**src/rtl/demux_dispatch.sv**
```systemverilog
// Sequenced 1-to-2 word dispatcher: alternates an input word stream between two one-entry holding slots.
// Optional DEMUX_DISPATCH_SKIP_EN routes a word to the other slot when the targeted slot is blocked.
module demux_dispatch #(
    parameter int unsigned WIDTH = 16
) (
    input  logic             clk,
    input  logic             rst,
    input  logic             in_valid,
    input  logic [WIDTH-1:0] in_data,
    output logic             in_ready,
    output logic             outA_valid,
    output logic [WIDTH-1:0] outA_data,
    input  logic             outA_ready,
    output logic             outB_valid,
    output logic [WIDTH-1:0] outB_data,
    input  logic             outB_ready,
    output logic             ptr
);

    logic             r_ptr;
    logic             r_fullA;
    logic             r_fullB;
    logic [WIDTH-1:0] r_dataA;
    logic [WIDTH-1:0] r_dataB;

    logic w_freeA;
    logic w_freeB;
    logic w_sel;
    logic w_ready;
    logic w_xfer;
    logic w_loadA;
    logic w_loadB;
    logic w_drainA;
    logic w_drainB;

    // A slot can take a word if it is empty or being drained in this same cycle.
    assign w_freeA = ~r_fullA | outA_ready;
    assign w_freeB = ~r_fullB | outB_ready;

`ifdef DEMUX_DISPATCH_SKIP_EN
    always_comb begin
        w_sel = r_ptr;
        if (r_ptr ? ~w_freeB : ~w_freeA) begin
            w_sel = ~r_ptr;
        end
    end
    assign w_ready = w_freeA | w_freeB;
`else
    assign w_sel   = r_ptr;
    assign w_ready = r_ptr ? w_freeB : w_freeA;
`endif

    assign w_xfer   = in_valid & w_ready;
    assign w_loadA  = w_xfer & ~w_sel;
    assign w_loadB  = w_xfer & w_sel;
    assign w_drainA = r_fullA & outA_ready;
    assign w_drainB = r_fullB & outB_ready;

    always_ff @(posedge clk) begin
        if (rst) begin
            r_ptr   <= 1'b0;
            r_fullA <= 1'b0;
            r_fullB <= 1'b0;
            r_dataA <= '0;
            r_dataB <= '0;
        end else begin
            if (w_loadA) begin
                r_dataA <= in_data;
                r_fullA <= 1'b1;
            end else if (w_drainA) begin
                r_fullA <= 1'b0;
            end

            if (w_loadB) begin
                r_dataB <= in_data;
                r_fullB <= 1'b1;
            end else if (w_drainB) begin
                r_fullB <= 1'b0;
            end

            // Pointer moves past the slot actually used; in skip mode that leaves it on the blocked slot.
            if (w_xfer) begin
                r_ptr <= ~w_sel;
            end
        end
    end

    assign in_ready   = w_ready;
    assign outA_valid = r_fullA;
    assign outA_data  = r_dataA;
    assign outB_valid = r_fullB;
    assign outB_data  = r_dataB;
    assign ptr        = r_ptr;

endmodule

```
**config.mk**
```make
export PLATFORM = sky130hd
export DESIGN_NAME = demux_dispatch
export DESIGN_NICKNAME = d
export VERILOG_FILES = /design/src/rtl/demux_dispatch.sv
export SDC_FILE = /design/constraint.sdc
export NUM_CORES = 1
export LEC_CHECK = 0
export ABC_AREA = 1
export CORE_ASPECT_RATIO = 0.5
export CORE_MARGIN = 4
export CORE_UTILIZATION = 46
export CTS_BUF_LIST = sky130_fd_sc_hd__clkbuf_16
export DETAILED_ROUTE_END_ITERATION = 10
export GPL_ROUTABILITY_DRIVEN = 0
export GPL_TIMING_DRIVEN = 0
export PLACE_DENSITY = 0.88
export SYNTH_ARGS = -nofsm -noshare
export SYNTH_HDL_FRONTEND = slang
export SYNTH_SLANG_ARGS = --single-unit
```
**constraint.sdc**
```tcl
create_clock -name clk -period 1.35 [get_ports clk]
set_input_delay 0.2025 -clock clk [delete_from_list [all_inputs] [get_ports clk]]
set_output_delay 0.2025 -clock clk [all_outputs]
set_load 0.005 [all_outputs]
```
After elaboration in Yosys (flattened, before gate mapping)
Cells that the tools add are included.
Widths: inputs -> output; s select.
- register bits after elaboration: 35
- output and inout bits: 36
- muxes and demuxes: 5
- bitwise operators: 10
- reductions and logical operators: 2
- operators by type and width (operator ; number):
    $and 1x1->1 ; 5
    $mux 1 ; 5
    $reduce_bool 2->1 ; 2
    $not 1->1 ; 3
    $or 1x1->1 ; 2

Depth between registers and ports, before layout
- depth in word-level cells: 6
- depth in mapped cells: 7
- gate-level depth less buffers: 6

Worst setup path after synthesis
Ideal clock, no wire load.
- path kind: flip-flop to output port
- start point: register r_ptr (netlist: ptr)
- end point: output port in_ready
- arrival: 924 ps
- required time: 1148 ps
- slack: 223 ps
- stages on the path, launching flop included: 5
- buffers on the path: 2
- path through: dfxtp_1 buf_4 buf_6 nor2_1 a31oi_1
- cells in the longest elaborated chain, start to end: 1
- ends and longest elaborated chain (what ; RTL line ; source):
    from (decl) ; 20 ; logic r_ptr;
    from (signal assigned) ; 83 ; r_ptr <= ~w_sel;
    $mux 1 ; 50 ; assign w_ready = r_ptr ? w_freeB : w_freeA;
    to (decl) ; 10 ; output logic in_ready,
No other way between the ends.

Final worst setup path
- start point: register r_dataB[12] (netlist: outB_data[12])
- end point: output port outB_data[12]
- RTL lines (what ; RTL line ; source):
    from (decl) ; 24 ; logic [WIDTH-1:0] r_dataB;
    from (signal assigned) ; 75 ; r_dataB <= in_data;
    to (decl) ; 15 ; output logic [WIDTH-1:0] outB_data,
No word-level cell between the ends.

==> impl_metrics.toml <==
[final_layout]
mostFrequentLayoutCells = "inv_1, nand2_1, clkdlybuf4s50_1"
drive_gt1_frac = 0.09621
layout_commonest_cell = "inv_1"
finalCoreUtilization = 0.7204
area_growth_pct = 45.19
fin_cells = 394
fill_cells = 274
diodes = 0
nets = 363

[sta]
slew_headroom = 0.7100
min_period_over_period = 0.9859
timing.fmax_mhz = 751.3
slew_violations = 0
clock_skew_ns = 0.001133
tns_ns = 0
period_needed_ns = 1.331
rsz0062_at_grt = "false"
worstMarginPinSlew_ns = 0.4351
final_hold_viol_count = 0
finalSetupViolCount = 0

[setup_path]
worst-path-buf-inv = 1
slowest_stage = "clkdlybuf4s50_1"
cp-end-kind = "primary output"
startpoint_type = "flop"
critical_path.top_delay_family = "buffers and inverters"
reg2reg_slack_ns = 0.10
worstSetupPathType = "flop to primary output"
arrival_ns = 1.13
reg2reg_from = "outA_valid"
required_ns = 1.15
slowest_delay_ns = 0.52
r2r_cells = 8
crit_chain = "clkdlybuf4s50_1"
crit_fanout = 2
r2r-end = "outA_valid"

[clocking]
clockBufferDepth = 2
htreeDepth = 2
ctsHoldBuffers = 0
clk_latency_ns = 0.28
cts.clk_slew.worst_paths_ns = 0.05
clock_sinks = 35
cts_tree = "built"
clockRootBuffer = "clkbuf_16"
cts_buffers = 5

[floorplan]
pin_count = 57
die_area_sq_um = 4962
rows = 15
start_util = 0.4961
die_y_um = 51.85
core_area_sq_um = 3566
die_x_um = 95.71

[logic_synthesis]
yosys_register_bits = 35
synthXorXnorAreaFrac = 0
synth_top_area_cell = "dfxtp_1"
yosys-top-cells-area = "dfxtp_1, inv_1, nand2_1"
synth-compound-area-share = 0.006365
synthSimpleGateAreaFrac = 0.3600
synthesis.area_sq_um = 1769
synthAdderAreaFrac = 0
syn_nets = 298
synth_top_family_by_area = "simple AND/OR/NAND/NOR gates"
ys_warn_count = 0
syn_area_per_cell_sq_um = 6.387
synth.area.mux_share = 0
synth_top_area_share = 0.3960
seq_area_frac_synth = 0.3960
yosysUniqueCellTypes = 15
synthCells = 277

[detailed_routing]
drtIter0Drc = 111
wl_per_cell_um = 12.20
drc = 0
firstDrtPassIters = 5
vias = 1870
vias_per_cell = 4.746
ant_nets = 0
wirelength_um = 4808

[grt]
grt_pass1_wl_um = 8107
grt.total_usage = 0.2102
antenna_found_initial = 0
grt_max_degree = 19
gr-total-overflow = 0
grt_pass1_vias = 1821

[placed_design]
dpl.hpwl_um = 3378
dp_cells = 383
port_buffers = 55

[pwr]
p_leak_nw = 1.491
powerDensity_nw_per_um2 = 1119
p_total_mw = 2.876
vdd_drop_max_mv = 0.6086

[worst_hold_path]
holdPathStages = 4
hp-start = "in_valid"
hp-class = "input pin to flop"
hold_end = "outA_data[3]"

[outcome]
status = "finished clean"

[job]
cap_violations = 0
[synthesized netlist by cell type, drive strengths merged]
cell,number
a21oi,1
a31oi,1
buf,12
clkbuf,3
clkinv,1
dfxtp,35
inv,85
nand2,71
nand3,2
nand4,32
nor2,34
[through the flow]
step	instance area, sq um	hold WS [ns]	setup WS [ns]
3_5_place_dp	2384	0.5041	-0.7302
3_3_place_gp	2384	0.4966	-0.6959
6_report	2569	0.3275	0.01897
5_1_grt	2569	0.3474	0.0009471
4_1_cts	2557	0.3300	0.01382
2_1_floorplan	1769	0.4377	0.2235
[area by class of cell]
| cell class | count | area, sq um | area share |
|---|---|---|---|
| Sequential cell | 35 | 706.9 | 0.2752 |
| Multi-Input combinational cell | 141 | 650.6 | 0.2533 |
| Timing Repair Buffer | 61 | 609.3 | 0.2372 |
| Inverter | 86 | 322.8 | 0.1257 |
| Clock buffer | 5 | 125.1 | 0.04871 |
| Buffer | 12 | 75.07 | 0.02923 |
| Tap cell | 51 | 63.81 | 0.02484 |
| Clock inverter | 3 | 15.01 | 0.005845 |
[flip-flops by register name (all words and copies together), names as in the netlist]
name / count
ptr: 1
outB_valid: 1
outA_data: 16
outA_valid: 1
outB_data: 16
[worst register-to-register path, delay by kind of cell, from the launching register on]
family                 cells  cell delay (ns)
buffers and inverters      4             0.43
AND/OR/NAND/NOR            4             0.37
flip-flops                 1             0.34
[repair_timing]
| action | in CTS | in global routing |
|---|---|---|
| endpoints found under the setup margin | 4 | 19 |
| setup buffers | 6 | 0 |
| gates resized for setup | 14 | 9 |
| gates cloned | 0 | 0 |
[worst max-delay path by stage]
stage	startpoint	endpoint	slack, ns	cells past startpoint
5_1_grt	outB_data[12]	outB_data[12]	0.0009	1
2_1_floorplan	ptr	in_ready	0.22	4
3_3_place_gp	outA_ready	in_ready	-0.70	8
3_5_place_dp	outA_ready	in_ready	-0.73	8
6_report	outB_data[12]	outB_data[12]	0.02	1
4_1_cts	outB_data[12]	outB_data[12]	0.01	1
[per-layer routing]
layer	wire, um	part of all wire	up-vias	global-route usage
met1	1961	0.41	842	0.2376
met4	138	0.029	0	0.08726
met5	0	0	-	0
li1	-	-	934	-
met3	364	0.076	17	0.05636
met2	2344	0.49	77	0.3774
[power by group]
part | total, mW | internal [mW] | leakage [nW] | switching, mW
Combinational | 0.622 | 0.312 | 1.13 | 0.311
Sequential | 1.16 | 1.12 | 0.290 | 0.0437
Clock | 1.09 | 0.672 | 0.0733 | 0.419
Total | 2.88 | 2.10 | 1.49 | 0.773
[cells by family after synthesis]
family                 after synthesis
AO/OA/AOI/OAI                        2
AND/OR/NAND/NOR                    139
buffers and inverters              101
flip-flops                          35
Power figures use the tool's default switching activity.
==> variant: new RTL, config.mk and constraints unchanged <==
The parameter `WIDTH` goes from 16 to 32.
--- a/src/rtl/demux_dispatch.sv
+++ b/src/rtl/demux_dispatch.sv
@@ -3,3 +3,3 @@
 module demux_dispatch #(
-    parameter int unsigned WIDTH = 16
+    parameter int unsigned WIDTH = 32
 ) (
Ports: changed (resized in_data, outA_data and outB_data); port bits go from 57 to 105. No check against the original RTL was run, so the function may have changed too.
==> variant against the unedited design <==
The run now ends with negative setup slack left. Sequential cell count grew 32. Clock skew grew 0.0082 ns. Power grew 95%. Sequential power grew 91%. Area after synthesis grew 89%. Critical path depth grew 4. Cell area grew 87%. Worst setup slack lost 0.071 ns. Count of clock-buffer cells in the layout grew 4. Sequential share of layout area grew 0.63 points. Clock power grew 110%. Routed wire length grew 98%.
==> variant: results (changes against the unedited design) <==
type of the tightest min-delay check flip-flop to flip-flop; global-route wire length before repair 15.4 mm (+89%); via/cell ratio 4.75 (about the same); Critical R2R Capture outA_data[27]$_SDFFE_PP0P_; worst setup path endpoint in_ready; layout cells sized above 1 9.67% (+0.047 points); Min-Delay Endpoint outA_data[14]$_SDFFE_PP0P_; P_leak 2.85 nW (+91%); Max H-tree Level 3 (+1); synth cell count leaders inv_1 (165), nand2_1 (133), dfxtp_1 (67), nor2_1 (66), nand4_1 (64); Post-Syn Instances 535 (+93%); Met3 Wirelength 911 um (+150%); Final HPWL DP 6.62 mm (+96%); status finished with violations; largest net degree at the start of global routing 12 (-7); DP Area 0.00450 mm2 (+89%); syn_nets 572 (+92%); r2r setup slk 0.02 ns (-0.08 ns); r2r worst-path depth 7 (-1); final worst setup slack -0.0521 ns (-0.0710 ns); Finish-stage setup viols 1 (+1); Crit-path slowest cell dfxtp_2; Post-Route M1 WL 3.87 mm (+97%); vias 3578 (+91%); min-delay src outA_data[14]$_SDFFE_PP0P_; Peak supply drop 0.835 mV (+37%); Max-slew headroom 68.6% (-2.4 points); later-pin clock latency in the skew report 0.34 ns (+0.06 ns); nets@finish 694 (+91%); failing checks negative setup slack
-- variant: report_power, final --
group | internal, mW | leakage [nW] | switching, mW
combinational | 0.517 | 2.15 | 0.600
sequential | 2.14 | 0.554 | 0.0785
clock | 1.40 | 0.146 | 0.861
-- variant: routing by layer --
layer,up-vias,global-route usage [%]
met4,0,8.12
met1,1589,26.6
met3,22,8.18
li1,1798,-
met5,-,0
met2,169,38.2
-- variant: through the flow --
stage               setup TNS (ns)  util [%]  total power [mW]  hold WS (ns)
floorplan                        0         -              2.86         0.439
global placement            -16.47      65.7              3.41         0.494
detailed placement          -17.83      65.7              3.43         0.498
CTS                        -0.0700      69.4              5.61         0.507
global route               -0.0739      69.9              5.87         0.536
finish                     -0.0521      69.9              5.60         0.505
-- variant: layout make-up --
cell class                 instances  area (um2)  share of cell area (%)
clock inverter                     7        58.8                    1.23
tap                               92         115                    2.40
clock buffer                       9         225                    4.70
inverter                         166         623                    13.0
timing repair buffer             112        1010                    21.1
buffer                            32         203                    4.23
multi-input combinational        269        1210                    25.2
sequential                        67        1350                    28.2
-- variant: timing repair --
action	CTS	global route
gates cloned	0	0
hold buffers	0	0
pin swaps	1	1
setup buffers	4	4
setup endpoints to repair	89	60
resized for setup	88	10
-- variant: cells by family (layout without fill, tap and decap cells) --
logic type | count (synthesis) | after routing | share of synthesized area [%]
flops | 67 | 67 | 40.1
simple gates | 267 | 267 | 35.5
compound gates | 2 | 2 | 0.336
buf+inv | 199 | 326 | 24.1
-- variant: worst max-delay path: cells and delay by family, from the launching register on --
kind,cells,cell delay (ns)
AO/OA/AOI/OAI,1,0.18
AND/OR/NAND/NOR,2,0.10
buffers and inverters,2,0.25
flip-flops,1,0.33
